### config.mk
export PLATFORM = sky130hd
export DESIGN_NAME = instruction_prefetch_flat
export DESIGN_NICKNAME = d
export VERILOG_FILES = /design/src/rtl/instruction_prefetch_pkg.sv /design/src/rtl/instruction_prefetch_if.sv /design/src/rtl/instruction_prefetch_fetch_queue.sv /design/src/rtl/instruction_prefetch.sv /design/src/flat_wrapper.sv
export SDC_FILE = /design/constraint.sdc
export NUM_CORES = 1
export LEC_CHECK = 0
export CAP_MARGIN = 20
export CORE_MARGIN = 2
export CORE_UTILIZATION = 45
export DETAILED_ROUTE_END_ITERATION = 8
export GPL_TIMING_DRIVEN = 0
export PLACE_DENSITY = 0.81
export SYNTH_ARGS = -nofsm -noshare
export SYNTH_HDL_FRONTEND = slang
export SYNTH_HIERARCHICAL = 1
export SYNTH_SLANG_ARGS = --single-unit
### constraint.sdc
create_clock -name clock -period 3.6 [get_ports clock]
set_input_delay 0.54 -clock clock [delete_from_list [all_inputs] [get_ports clock]]
set_output_delay 0.54 -clock clock [all_outputs]
set_load 0.05 [all_outputs]
### src/rtl/instruction_prefetch_pkg.sv
// Shared definitions for the instruction prefetch unit: reset fetch address,
// fetch stride and the buffered {pc, instruction} entry layout.
package instruction_prefetch_pkg;

    localparam logic [31:0] TEXT_BASE  = 32'h0040_0000;
    localparam logic [31:0] FETCH_STEP = 32'd4;

    typedef struct packed {
        logic [31:0] pc;
        logic [31:0] instr;
    } fetch_entry_t;

endpackage

### src/rtl/instruction_prefetch_if.sv
// Bundle of the prefetch unit's memory bus, pipeline handshake and redirect
// signals; master is the prefetch side, slave is the memory/pipeline side.
interface instruction_prefetch_if #(
    parameter int DEPTH = 4
);
    localparam int OccW = $clog2(DEPTH + 1);

    logic            redirect;
    logic [31:0]     redirect_pc;
    logic            mem_req;
    logic [31:0]     mem_addr;
    logic            mem_gnt;
    logic            mem_rvalid;
    logic [31:0]     mem_rdata;
    logic            out_valid;
    logic            out_ready;
    logic [31:0]     out_instruction;
    logic [31:0]     out_pc;
    logic [OccW-1:0] occupancy;

    modport master (
        input  redirect, redirect_pc, mem_gnt, mem_rvalid, mem_rdata, out_ready,
        output mem_req, mem_addr, out_valid, out_instruction, out_pc, occupancy
    );

    modport slave (
        output redirect, redirect_pc, mem_gnt, mem_rvalid, mem_rdata, out_ready,
        input  mem_req, mem_addr, out_valid, out_instruction, out_pc, occupancy
    );

endinterface

### src/rtl/instruction_prefetch_fetch_queue.sv
// Small synchronous FIFO of fetched {pc, instruction} entries with a flush
// that empties it in one cycle; pointers wrap by natural overflow.
module fetch_queue
    import instruction_prefetch_pkg::*;
#(
    parameter  int DEPTH = 4,
    localparam int PtrW  = $clog2(DEPTH),
    localparam int CntW  = $clog2(DEPTH + 1)
) (
    input  logic            clock,
    input  logic            reset_n,
    input  logic            push_i,
    input  logic            pop_i,
    input  logic            flush_i,
    input  fetch_entry_t    data_i,
    output fetch_entry_t    data_o,
    output logic [CntW-1:0] count_o
);

    fetch_entry_t    mem_q [DEPTH];
    logic [PtrW-1:0] wr_ptr_q;
    logic [PtrW-1:0] rd_ptr_q;
    logic [CntW-1:0] count_q;

    always_ff @(posedge clock or negedge reset_n) begin
        if (!reset_n) begin
            wr_ptr_q <= '0;
            rd_ptr_q <= '0;
            count_q  <= '0;
        end else if (flush_i) begin
            wr_ptr_q <= '0;
            rd_ptr_q <= '0;
            count_q  <= '0;
        end else begin
            if (push_i) wr_ptr_q <= wr_ptr_q + PtrW'(1);
            if (pop_i)  rd_ptr_q <= rd_ptr_q + PtrW'(1);
            count_q <= count_q + CntW'(push_i) - CntW'(pop_i);
        end
    end

    // Storage needs no reset: entries are only read while count_q covers them.
    always_ff @(posedge clock) begin
        if (push_i && !flush_i) mem_q[wr_ptr_q] <= data_i;
    end

    assign data_o  = mem_q[rd_ptr_q];
    assign count_o = count_q;

    assert property (@(posedge clock) disable iff (!reset_n)
        !(push_i && !pop_i && !flush_i && count_q == CntW'(DEPTH)));

    assert property (@(posedge clock) disable iff (!reset_n)
        !(pop_i && !flush_i && count_q == '0));

endmodule

### src/rtl/instruction_prefetch.sv
// Instruction prefetch unit: credit-limited in-order fetches into a small
// queue feeding IF/ID; redirects flush the queue and drop stale responses.
module instruction_prefetch
    import instruction_prefetch_pkg::*;
#(
    parameter int          DEPTH    = 4,
    parameter logic [31:0] RESET_PC = TEXT_BASE
) (
    input  logic                   clock,
    input  logic                   reset_n,
    instruction_prefetch_if.master bus
);

    localparam int CntW = $clog2(DEPTH + 1);
    // Back-to-back redirects can leave more than DEPTH responses in flight.
    localparam int CredW = CntW + 3;

    logic [31:0]      fetch_pc_q, fetch_pc_d;
    logic [31:0]      resp_pc_q, resp_pc_d;
    logic [CredW-1:0] outstanding_q, outstanding_d;
    logic [CredW-1:0] discard_q, discard_d;
    logic             started_q;

    logic [CntW-1:0]  count;
    logic [CredW-1:0] inUse;
    logic             grant;
    logic             drop;
    logic             push;
    logic             pop;
    fetch_entry_t     pushEntry;
    fetch_entry_t     head;

    assign inUse        = CredW'(count) + outstanding_q - discard_q;
    assign bus.mem_req  = started_q & ~bus.redirect & (inUse < CredW'(DEPTH));
    assign bus.mem_addr = fetch_pc_q;
    assign grant        = bus.mem_req & bus.mem_gnt;

    assign drop = bus.mem_rvalid & (discard_q != '0);
    assign push = bus.mem_rvalid & ~drop & ~bus.redirect;

    assign bus.out_valid       = (count != '0) & ~bus.redirect;
    assign pop                 = bus.out_valid & bus.out_ready;
    assign bus.out_instruction = head.instr;
    assign bus.out_pc          = head.pc;
    assign bus.occupancy       = count;

    assign pushEntry = '{pc: resp_pc_q, instr: bus.mem_rdata};

    // Redirect overrides everything: every response still owed becomes a
    // discard, including one that happens to arrive this very cycle.
    always_comb begin
        fetch_pc_d    = fetch_pc_q;
        resp_pc_d     = resp_pc_q;
        outstanding_d = outstanding_q + CredW'(grant) - CredW'(bus.mem_rvalid);
        discard_d     = discard_q - CredW'(drop);
        if (grant) fetch_pc_d = fetch_pc_q + FETCH_STEP;
        if (push)  resp_pc_d  = resp_pc_q + FETCH_STEP;
        if (bus.redirect) begin
            fetch_pc_d = bus.redirect_pc;
            resp_pc_d  = bus.redirect_pc;
            discard_d  = outstanding_q - CredW'(bus.mem_rvalid);
        end
    end

    always_ff @(posedge clock or negedge reset_n) begin
        if (!reset_n) begin
            fetch_pc_q    <= RESET_PC;
            resp_pc_q     <= RESET_PC;
            outstanding_q <= '0;
            discard_q     <= '0;
            started_q     <= 1'b0;
        end else begin
            fetch_pc_q    <= fetch_pc_d;
            resp_pc_q     <= resp_pc_d;
            outstanding_q <= outstanding_d;
            discard_q     <= discard_d;
            started_q     <= 1'b1;
        end
    end

    fetch_queue #(
        .DEPTH (DEPTH)
    ) u_queue (
        .clock   (clock),
        .reset_n (reset_n),
        .push_i  (push),
        .pop_i   (pop),
        .flush_i (bus.redirect),
        .data_i  (pushEntry),
        .data_o  (head),
        .count_o (count)
    );

    assert property (@(posedge clock) disable iff (!reset_n)
        !(bus.mem_rvalid && outstanding_q == '0));

endmodule
### src/flat_wrapper.sv
// flat-port wrapper written by rule: the top's interface ports become plain ports
module instruction_prefetch_flat import instruction_prefetch_pkg::*;
#(
    parameter int          DEPTH    = 4,
    parameter logic [31:0] RESET_PC = TEXT_BASE
)
  (clock, reset_n, bus_redirect, bus_redirect_pc, bus_mem_gnt, bus_mem_rvalid, bus_mem_rdata, bus_out_ready, bus_mem_req, bus_mem_addr, bus_out_valid, bus_out_instruction, bus_out_pc, bus_occupancy);
  instruction_prefetch_if #(.DEPTH(DEPTH)) bus_i ();
  input  logic clock;
  input  logic reset_n;
  input wire logic [$bits(bus_i.redirect)-1:0] bus_redirect;
  input wire logic [$bits(bus_i.redirect_pc)-1:0] bus_redirect_pc;
  input wire logic [$bits(bus_i.mem_gnt)-1:0] bus_mem_gnt;
  input wire logic [$bits(bus_i.mem_rvalid)-1:0] bus_mem_rvalid;
  input wire logic [$bits(bus_i.mem_rdata)-1:0] bus_mem_rdata;
  input wire logic [$bits(bus_i.out_ready)-1:0] bus_out_ready;
  output wire logic [$bits(bus_i.mem_req)-1:0] bus_mem_req;
  output wire logic [$bits(bus_i.mem_addr)-1:0] bus_mem_addr;
  output wire logic [$bits(bus_i.out_valid)-1:0] bus_out_valid;
  output wire logic [$bits(bus_i.out_instruction)-1:0] bus_out_instruction;
  output wire logic [$bits(bus_i.out_pc)-1:0] bus_out_pc;
  output wire logic [$bits(bus_i.occupancy)-1:0] bus_occupancy;
  assign bus_i.redirect = bus_redirect;
  assign bus_i.redirect_pc = bus_redirect_pc;
  assign bus_i.mem_gnt = bus_mem_gnt;
  assign bus_i.mem_rvalid = bus_mem_rvalid;
  assign bus_i.mem_rdata = bus_mem_rdata;
  assign bus_i.out_ready = bus_out_ready;
  assign bus_mem_req = bus_i.mem_req;
  assign bus_mem_addr = bus_i.mem_addr;
  assign bus_out_valid = bus_i.out_valid;
  assign bus_out_instruction = bus_i.out_instruction;
  assign bus_out_pc = bus_i.out_pc;
  assign bus_occupancy = bus_i.occupancy;
  instruction_prefetch #(.DEPTH(DEPTH), .RESET_PC(RESET_PC)) u_core (.clock(clock), .reset_n(reset_n), .bus(bus_i));
endmodule
==> Yosys cells after proc, flatten, opt, wreduce, memory -nomap -nowiden <==
Memories as Yosys holds them, arrays and structs flattened.
Index checks and enable logic that the tools add are counted.
{ "word_totals": {"register_bits": 84, "mem_bits_rw": 256, "inputBits": 70, "output_inout_bits": 101, "elab_cells": 51, "mem_count": 1} }
{ "mem_list": {"columns": ["name", "words", "word_bits", "read_ports", "rd_ports_with_merged_regs", "wr", "line", "source"], "rows": [
  ["u_core.u_queue.mem_q", 4, 64, 1, 0, 1, "instruction_prefetch_fetch_queue.sv:20", "fetch_entry_t mem_q [DEPTH];"]
]} }
{ "classes": {"add_sub_neg": 12, "n_lt_le_gt_ge": 1, "n_mux": 12, "bitwise_logic": 10, "n_reduce_logical": 7} }
{ "op_table": {"columns": ["op", "count"], "rows": [
  ["2-to-1 mux 32 bit", 4],
  ["adder 32 x 3 -> 32 bit (second input constant)", 2],
  ["subtractor 6 x 1 -> 6 bit", 3],
  ["AND 1 bit", 8],
  ["2-to-1 mux 2 bit", 4],
  ["adder 3 x 6 -> 6 bit", 1],
  ["adder 6 x 1 -> 6 bit", 1],
  ["less-than comparator 6 x 3 -> 1 bit (second input constant)", 1],
  ["2-to-1 mux 6 bit", 1],
  ["nonzero test 2 bit", 3],
  ["nonzero test 6 bit", 1],
  ["subtractor 6 bit", 1],
  ["adder 2 x 1 -> 2 bit (second input constant)", 2],
  ["adder 3 x 1 -> 3 bit", 1],
  ["2-to-1 mux 3 bit", 1],
  ["nonzero test 3 bit", 1],
  ["subtractor 3 x 1 -> 3 bit", 1],
  ["2-to-1 mux 1 bit", 2],
  ["NOT 1 bit", 2],
  ["logical AND 1 bit", 1],
  ["zero test 1 bit", 1]
]} }

==> Depth between registers and ports, before layout <==
{ "depth": {"ltp_word": 8, "depth_mapped": 18, "mapped_depth_nobuf": 17} }

==> Modules after synthesis <==
Netlist, hierarchy kept.
{ "modules_own_cells": {"columns": ["mod", "n_inst", "cells_each", "area_per_inst_um2", "seq_area_each_um2"], "rows": [
  ["fetch_queue", 1, 372, 9688.0, 7862.5],
  ["instruction_prefetch", 1, 529, 4926.0, 1929.4]
]} }

==> Worst setup path after synthesis <==
No wires, ideal clock.
{ "synth_path": {"path_kind": "flip-flop to flip-flop", "startpoint": "register u_core.u_queue.count_q[1], in the netlist u_core/u_queue/count_o[1]", "endpoint": "register u_core.outstanding_q[4]", "setup_time_ns": 0.128, "t_arrival_ns": 4.214, "t_required_ns": 3.472, "slack_ns": -0.742, "path_stages_with_launch": 18, "path_buffers": 1, "period_less_slack_ns": 4.342, "cell_sequence": "dfrtp_1 inv_1 fa_1 inv_1 ha_1 and3b_1 or3_4 a221oi_4 o2111ai_4 buf_4 ha_1 inv_1 ha_1 inv_1 fa_1 o21bai_1 a21oi_1 xor2_1"} }
{ "synth_via": {"elab_chain_len": 7} }
{ "synth_lines": {"columns": ["element", "line", "source"], "rows": [
  ["start: declaration", "instruction_prefetch_fetch_queue.sv:23", "logic [CntW-1:0] count_q;"],
  ["start signal: assignment", "instruction_prefetch_fetch_queue.sv:37", "count_q <= count_q + CntW'(push_i) - CntW'(pop_i);"],
  ["adder 3 x 6 -> 6 bit", "instruction_prefetch.sv:33", "assign inUse = CredW'(count) + outstanding_q - discard_q;"],
  ["subtractor 6 bit", "instruction_prefetch.sv:33", null],
  ["less-than comparator 6 x 3 -> 1 bit", "instruction_prefetch.sv:34", "assign bus.mem_req = started_q & ~bus.redirect & (inUse < CredW'(DEPTH));"],
  ["AND 1 bit", "instruction_prefetch.sv:34", null],
  ["AND 1 bit", "instruction_prefetch.sv:36", "assign grant = bus.mem_req & bus.mem_gnt;"],
  ["adder 6 x 1 -> 6 bit", "instruction_prefetch.sv:54", "outstanding_d = outstanding_q + CredW'(grant) - CredW'(bus.mem_rvalid);"],
  ["subtractor 6 x 1 -> 6 bit", "instruction_prefetch.sv:54", null],
  ["via u_core.outstanding_d[4]", "instruction_prefetch.sv:20", "logic [CredW-1:0] outstanding_q, outstanding_d;"],
  ["end signal: assignment", "instruction_prefetch.sv:75", "outstanding_q <= outstanding_d;"],
  ["end: declaration", "instruction_prefetch.sv:20", null]
]} }
The timed path passes the listed nets, and every way through them passes these cells.
A chain may end at the register's enable or synchronous reset.

==> Worst setup path in the final report <==
{ "layout_path": {"startpoint": "register u_core.outstanding_q[1]", "endpoint": "register u_core.outstanding_q[4]"} }
{ "layout_via": {"elab_chain_len": 7} }
{ "layout_lines": {"columns": ["element", "line"], "rows": [
  ["adder 3 x 6 -> 6 bit", "instruction_prefetch.sv:33"],
  ["subtractor 6 bit", "instruction_prefetch.sv:33"],
  ["less-than comparator 6 x 3 -> 1 bit", "instruction_prefetch.sv:34"],
  ["AND 1 bit", "instruction_prefetch.sv:34"],
  ["AND 1 bit", "instruction_prefetch.sv:36"],
  ["adder 6 x 1 -> 6 bit (*)", "instruction_prefetch.sv:54"],
  ["subtractor 6 x 1 -> 6 bit (*)", "instruction_prefetch.sv:54"],
  ["via u_core.outstanding_d[4]", "instruction_prefetch.sv:20"]
]} }
The timed path passes the listed nets; every way through them passes the cells marked *.

==> metrics.md <==
| Metric | Value |
|---|---|
| Crit path time final | 3.793 ns |
| Area of the die | between 0.03 and 0.04 mm² |
| Area of all sequential standard cells | 0.009796 mm² |
| Leakage power | 6.439 nW |
| Hold crit path type | in -> async |
| Height of the chip | 184.2 µm |
| Post-route antenna net violation count | 0 |
| Aggregate negative setup slack | -0.4810 ns |
| Minimum setup slack after placement | -1.002 ns |
| DP HPWL | 20810 µm |
| Skew-Pair Late Insertion Delay | 0.50 ns |
| Arr. time, crit path | 4.17 ns |
| Clock transition time at the flip-flop clock pins of the worst setup and hold paths | 0.06 ns |
| Number of synthesis warnings | 6 |
| Detailed-route via count | 8745 |
| Internal reg-to-reg setup slack | -0.19 ns |
| Combined buffer and inverter count along the critical path | 4 |
| Maximum number of pins on one net before global-route repair | 59 |
| Met1 capacity usage during global routing | 26.02% |
| Violations in the final reports | setup timing |
| Number of fill cells in the layout | 2361 |
| Sw Ratio | a little under a third |
| Count of distinct cell types in the synthesized netlist | 67 |
| Reg2Reg Capture Point | u_core/outstanding_q[4]$_DFF_PN0_ |
| Rel. slew slack | 47.27% |
| Starting density of the core | 45.96% |
| Minimum setup slack in the final design | -0.1931 ns |
| Fraction of registers with async set/reset | 24.71% |
| Share of the yosys chip area belonging to registers | roughly 67% |
| Total placed cells including tap cells | between 1.5k and 2k |
| Most used flip-flop cell after synthesis | sky130_fd_sc_hd__edfxtp_1 |
| Average cell area after synthesis | 16.22 µm² |
| Worst clock skew on the final layout | 0.01321 ns |
| Share of total power in the clock network | 31.1% |
| Final Routed Wirelength | 32140 µm |
| TritonCTS sink count | 340 |
| GR Layer Usage met2 | 30.85% |
| Width of the die | 184.2 µm |
| Outcome | finished with violations |
| Cell occurring most often along the worst timing path | sky130_fd_sc_hd__inv_2 |
| DRC violation total after the first TritonRoute iteration | 625 |
| Final GP Congestion | a little over 0.8 |
| CP endpoint kind | register |
| Final Cycle Share | 105.4% |
| Area of the multi-input gates | around 0.0045 mm² |
| Final std cells w/o fill | 1603 |
| Wire length of the first global-routing pass | 49030 µm |
| H-tree depth reported by CTS | 2 |
| Internal power contribution | 8.211 mW |
| Number of antenna diodes | 0 |
| Vias in the first global route | 8774 |
| Total routing usage reported by global routing | roughly a fifth |
| Total clock buffers created by CTS | 35 |
| Critical Path RT | 3.98 ns |
| Initial antenna violation count | 0 |
| Total core area | 0.03180 mm² |
| Pin slew with the least headroom to its limit | roughly 0.79 ns |
| DRC viols | 0 |
| Largest stage delay on the critical path | between 0.5 and 0.6 ns |
| Congestion Overflow GR | 0 |
| First-pass detailed-route iteration total | 5 |
| Worst reg2reg path startpoint | u_core/outstanding_q[1]$_DFF_PN0_ |
| Switching power total | 3.539 mW |
| Maximum capacitance violations | 0 |
| # nets final | 1248 |
| Synthesis-stage register bit count | 340 |
| Endpoints failing setup | 4 |
| Crit path launch type | register |
| Net Count, Synth | roughly 1.0k |
| PD cells | between 600 and 700 mW/mm² |
| CTS tree | yes |
| Routed len/inst | between 20 and 25 µm |
| Path depth of the worst reg2reg path | 16 |
| Root buf cell | sky130_fd_sc_hd__clkbuf_16 |
| Number of pins with negative max-slew slack in the final report | 0 |
| Count of endpoints failing hold in the final timing report | 0 |
| Busiest layer in global routing | met2 |
| Critical path class | reg -> reg |
| Share of total power in sequential cells | 39.5% |
| Combinational cell fraction of total power | 29.4% |
| IO Pins | approximately 170 |
| Final Core Density | between 50% and 60% |
| Post-Syn Instances | around 900 |
| Crit. path cell count | 16 |
| EDFF count, synth | ~260 |
| WHS | 0.5048 ns |
| Area Growth Syn to Fin | 26.89% |
| Cell type of the slowest stage on the worst timing path | sky130_fd_sc_hd__fa_1 |
| Maximum buffer depth of the clock tree | 3 |
| Routing usage on met3 | about 3.6% |
| CP delay by family, top | adder cells |
| Peak clock frequency supported by timing | 0.2636 GHz |
| Row Count | 65 |
| CP Cell Sequence | inv_2, fa_1, inv_2, ha_4, or3_4, o221a_4, o21a_4, o2111ai_4, ha_4, inv_2, ha_4, inv_2, fa_2, o21bai_1, a21oi_1, xor2_1 |
| VDD IR-drop max | 0.3770 mV |
| Share of final-layout standard cells stronger than drive strength 1 | 19.18% |
| Largest fanout of any net on the critical path | 4 |
| Setup repair after global routing missed its margin | true |
| Via-per-instance ratio | 5.455 |
| PortBufs | between 150 and 200 |
| Cell area after technology mapping | ~0.015 mm² |
==> registers in the layout (all words and copies together) (netlist names) <==
name                     count
u_core/outstanding_q         6
u_core/discard_q             6
u_core/started_q             1
u_core/u_queue/mem_q       256
u_core/u_queue/count_o       3
u_core/u_queue/wr_ptr_q      2
u_core/bus.mem_addr         32
u_core/resp_pc_q            32
u_core/u_queue/rd_ptr_q      2
==> timing repair <==
action,CTS,global route
endpoints found under the hold margin,26,0
gates resized for setup,17,12
setup endpoints to repair,221,50
pin swaps,11,18
setup buffers,15,17
cloned,0,1
hold buffers,1,0
==> cell usage in the layout, fill, tap and decap left out, types with 11 or more instances in the layout <==
| cell | instances |
|---|---|
| sky130_fd_sc_hd__ha_1 | 23 |
| sky130_fd_sc_hd__a211oi_1 | 11 |
| sky130_fd_sc_hd__nand2b_1 | 13 |
| sky130_fd_sc_hd__edfxtp_1 | 256 |
| sky130_fd_sc_hd__mux4_2 | 64 |
| sky130_fd_sc_hd__buf_4 | 36 |
| sky130_fd_sc_hd__xnor2_1 | 38 |
| sky130_fd_sc_hd__nand3_1 | 14 |
| sky130_fd_sc_hd__clkbuf_1 | 19 |
| sky130_fd_sc_hd__inv_1 | 37 |
| sky130_fd_sc_hd__nand2_1 | 36 |
| sky130_fd_sc_hd__nor3_1 | 24 |
| sky130_fd_sc_hd__mux2i_1 | 12 |
| sky130_fd_sc_hd__clkbuf_16 | 37 |
| sky130_fd_sc_hd__o21ai_0 | 11 |
| sky130_fd_sc_hd__dfrtp_1 | 79 |
| sky130_fd_sc_hd__nor2_1 | 59 |
| sky130_fd_sc_hd__clkdlybuf4s50_1 | 167 |
| sky130_fd_sc_hd__a21oi_1 | 20 |
==> power groups by stage <==
stage	Sequential (mW)	Combinational [mW]	Clock, mW
detailed placement	4.73	2.82	0
floorplan	4.84	1.92	0
finish	4.64	3.45	3.66
global route	4.67	3.72	3.89
CTS	4.63	3.08	3.74
global placement	4.72	2.73	0
==> metrics by stage <==
| stage | power, mW | cell area, µm² |
|---|---|---|
| after floorplan | 6.761 | 14670 |
| after global placement | 7.448 | 16910 |
| after detailed placement | 7.543 | 17050 |
| after CTS | 11.45 | 18360 |
| after global routing | 12.28 | 18540 |
| final | 11.75 | 18540 |
==> synthesized netlist by cell type (6+ instances only) <==
cell                       count  area [µm²]
sky130_fd_sc_hd__edfxtp_1    256        7687
sky130_fd_sc_hd__dfrtp_1      82        2052
sky130_fd_sc_hd__mux4_2       64        1441
sky130_fd_sc_hd__nor2_1       60       225.2
sky130_fd_sc_hd__inv_1        45       168.9
sky130_fd_sc_hd__xnor2_1      39       341.6
sky130_fd_sc_hd__nand2_1      36       135.1
sky130_fd_sc_hd__ha_1         28       350.3
sky130_fd_sc_hd__nor3_1       24       120.1
sky130_fd_sc_hd__a21oi_1      21       105.1
sky130_fd_sc_hd__clkbuf_1     16       60.06
sky130_fd_sc_hd__nand3_1      14       70.07
sky130_fd_sc_hd__nand2b_1     13       81.33
sky130_fd_sc_hd__mux2i_1      12       120.1
sky130_fd_sc_hd__o21ai_0      12       60.06
sky130_fd_sc_hd__a211oi_1     11       82.58
sky130_fd_sc_hd__nand4_1      10       62.56
sky130_fd_sc_hd__and3_1        9       56.30
sky130_fd_sc_hd__xor2_1        9       78.83
sky130_fd_sc_hd__a21boi_0      8       60.06
sky130_fd_sc_hd__buf_2         8       40.04
sky130_fd_sc_hd__a21boi_1      7       52.55
sky130_fd_sc_hd__and2_1        7       43.79
sky130_fd_sc_hd__mux2_2        7       78.83
sky130_fd_sc_hd__nor4b_1       7       61.31
sky130_fd_sc_hd__o31ai_1       7       52.55
sky130_fd_sc_hd__a31oi_1       6       37.54
==> worst max path at each step <==
stage                                              startpoint                                  end  slack [ns]
after CTS                 u_core/u_queue/count_o[1]$_DFF_PN0_    u_core/outstanding_q[4]$_DFF_PN0_       -0.13
after global placement                                reset_n  u_core/u_queue/count_o[1]$_DFF_PN0_       -1.64
final                       u_core/outstanding_q[1]$_DFF_PN0_    u_core/outstanding_q[4]$_DFF_PN0_       -0.19
after detailed placement                         bus_redirect  u_core/u_queue/count_o[2]$_DFF_PN0_       -1.00
after global routing        u_core/outstanding_q[2]$_DFF_PN0_    u_core/outstanding_q[4]$_DFF_PN0_       -0.30
after floorplan           u_core/u_queue/count_o[1]$_DFF_PN0_    u_core/outstanding_q[4]$_DFF_PN0_       -0.32
==> logic make-up after synthesis <==
family / count (synthesis) / share of synthesized area [%]
fa+ha+maj: 32 / 2.945
xor+xnor: 49 / 3.031
other cells: 1 / 0.02566
mux: 83 / 11.22
buf+inv: 82 / 2.791
compound gates: 95 / 5.000
simple gates: 219 / 7.980
flops: 340 / 67.00
==> cell type report <==
type	instances	share of cell area [%]
tap	435	2.935
multi-input combinational	480	24.53
inverter	46	0.9311
buffer	35	1.248
sequential	340	52.82
clock buffer	42	5.094
clock inverter	17	1.181
timing repair buffer	208	11.25
==> metal layers <==
metal	share of wire, %	up-vias
met5	0	-
met4	2.6	0
met2	47	356
li1	-	3946
met1	43	4388
met3	7.2	55
No activity file was read; power rests on OpenSTA's default activity.
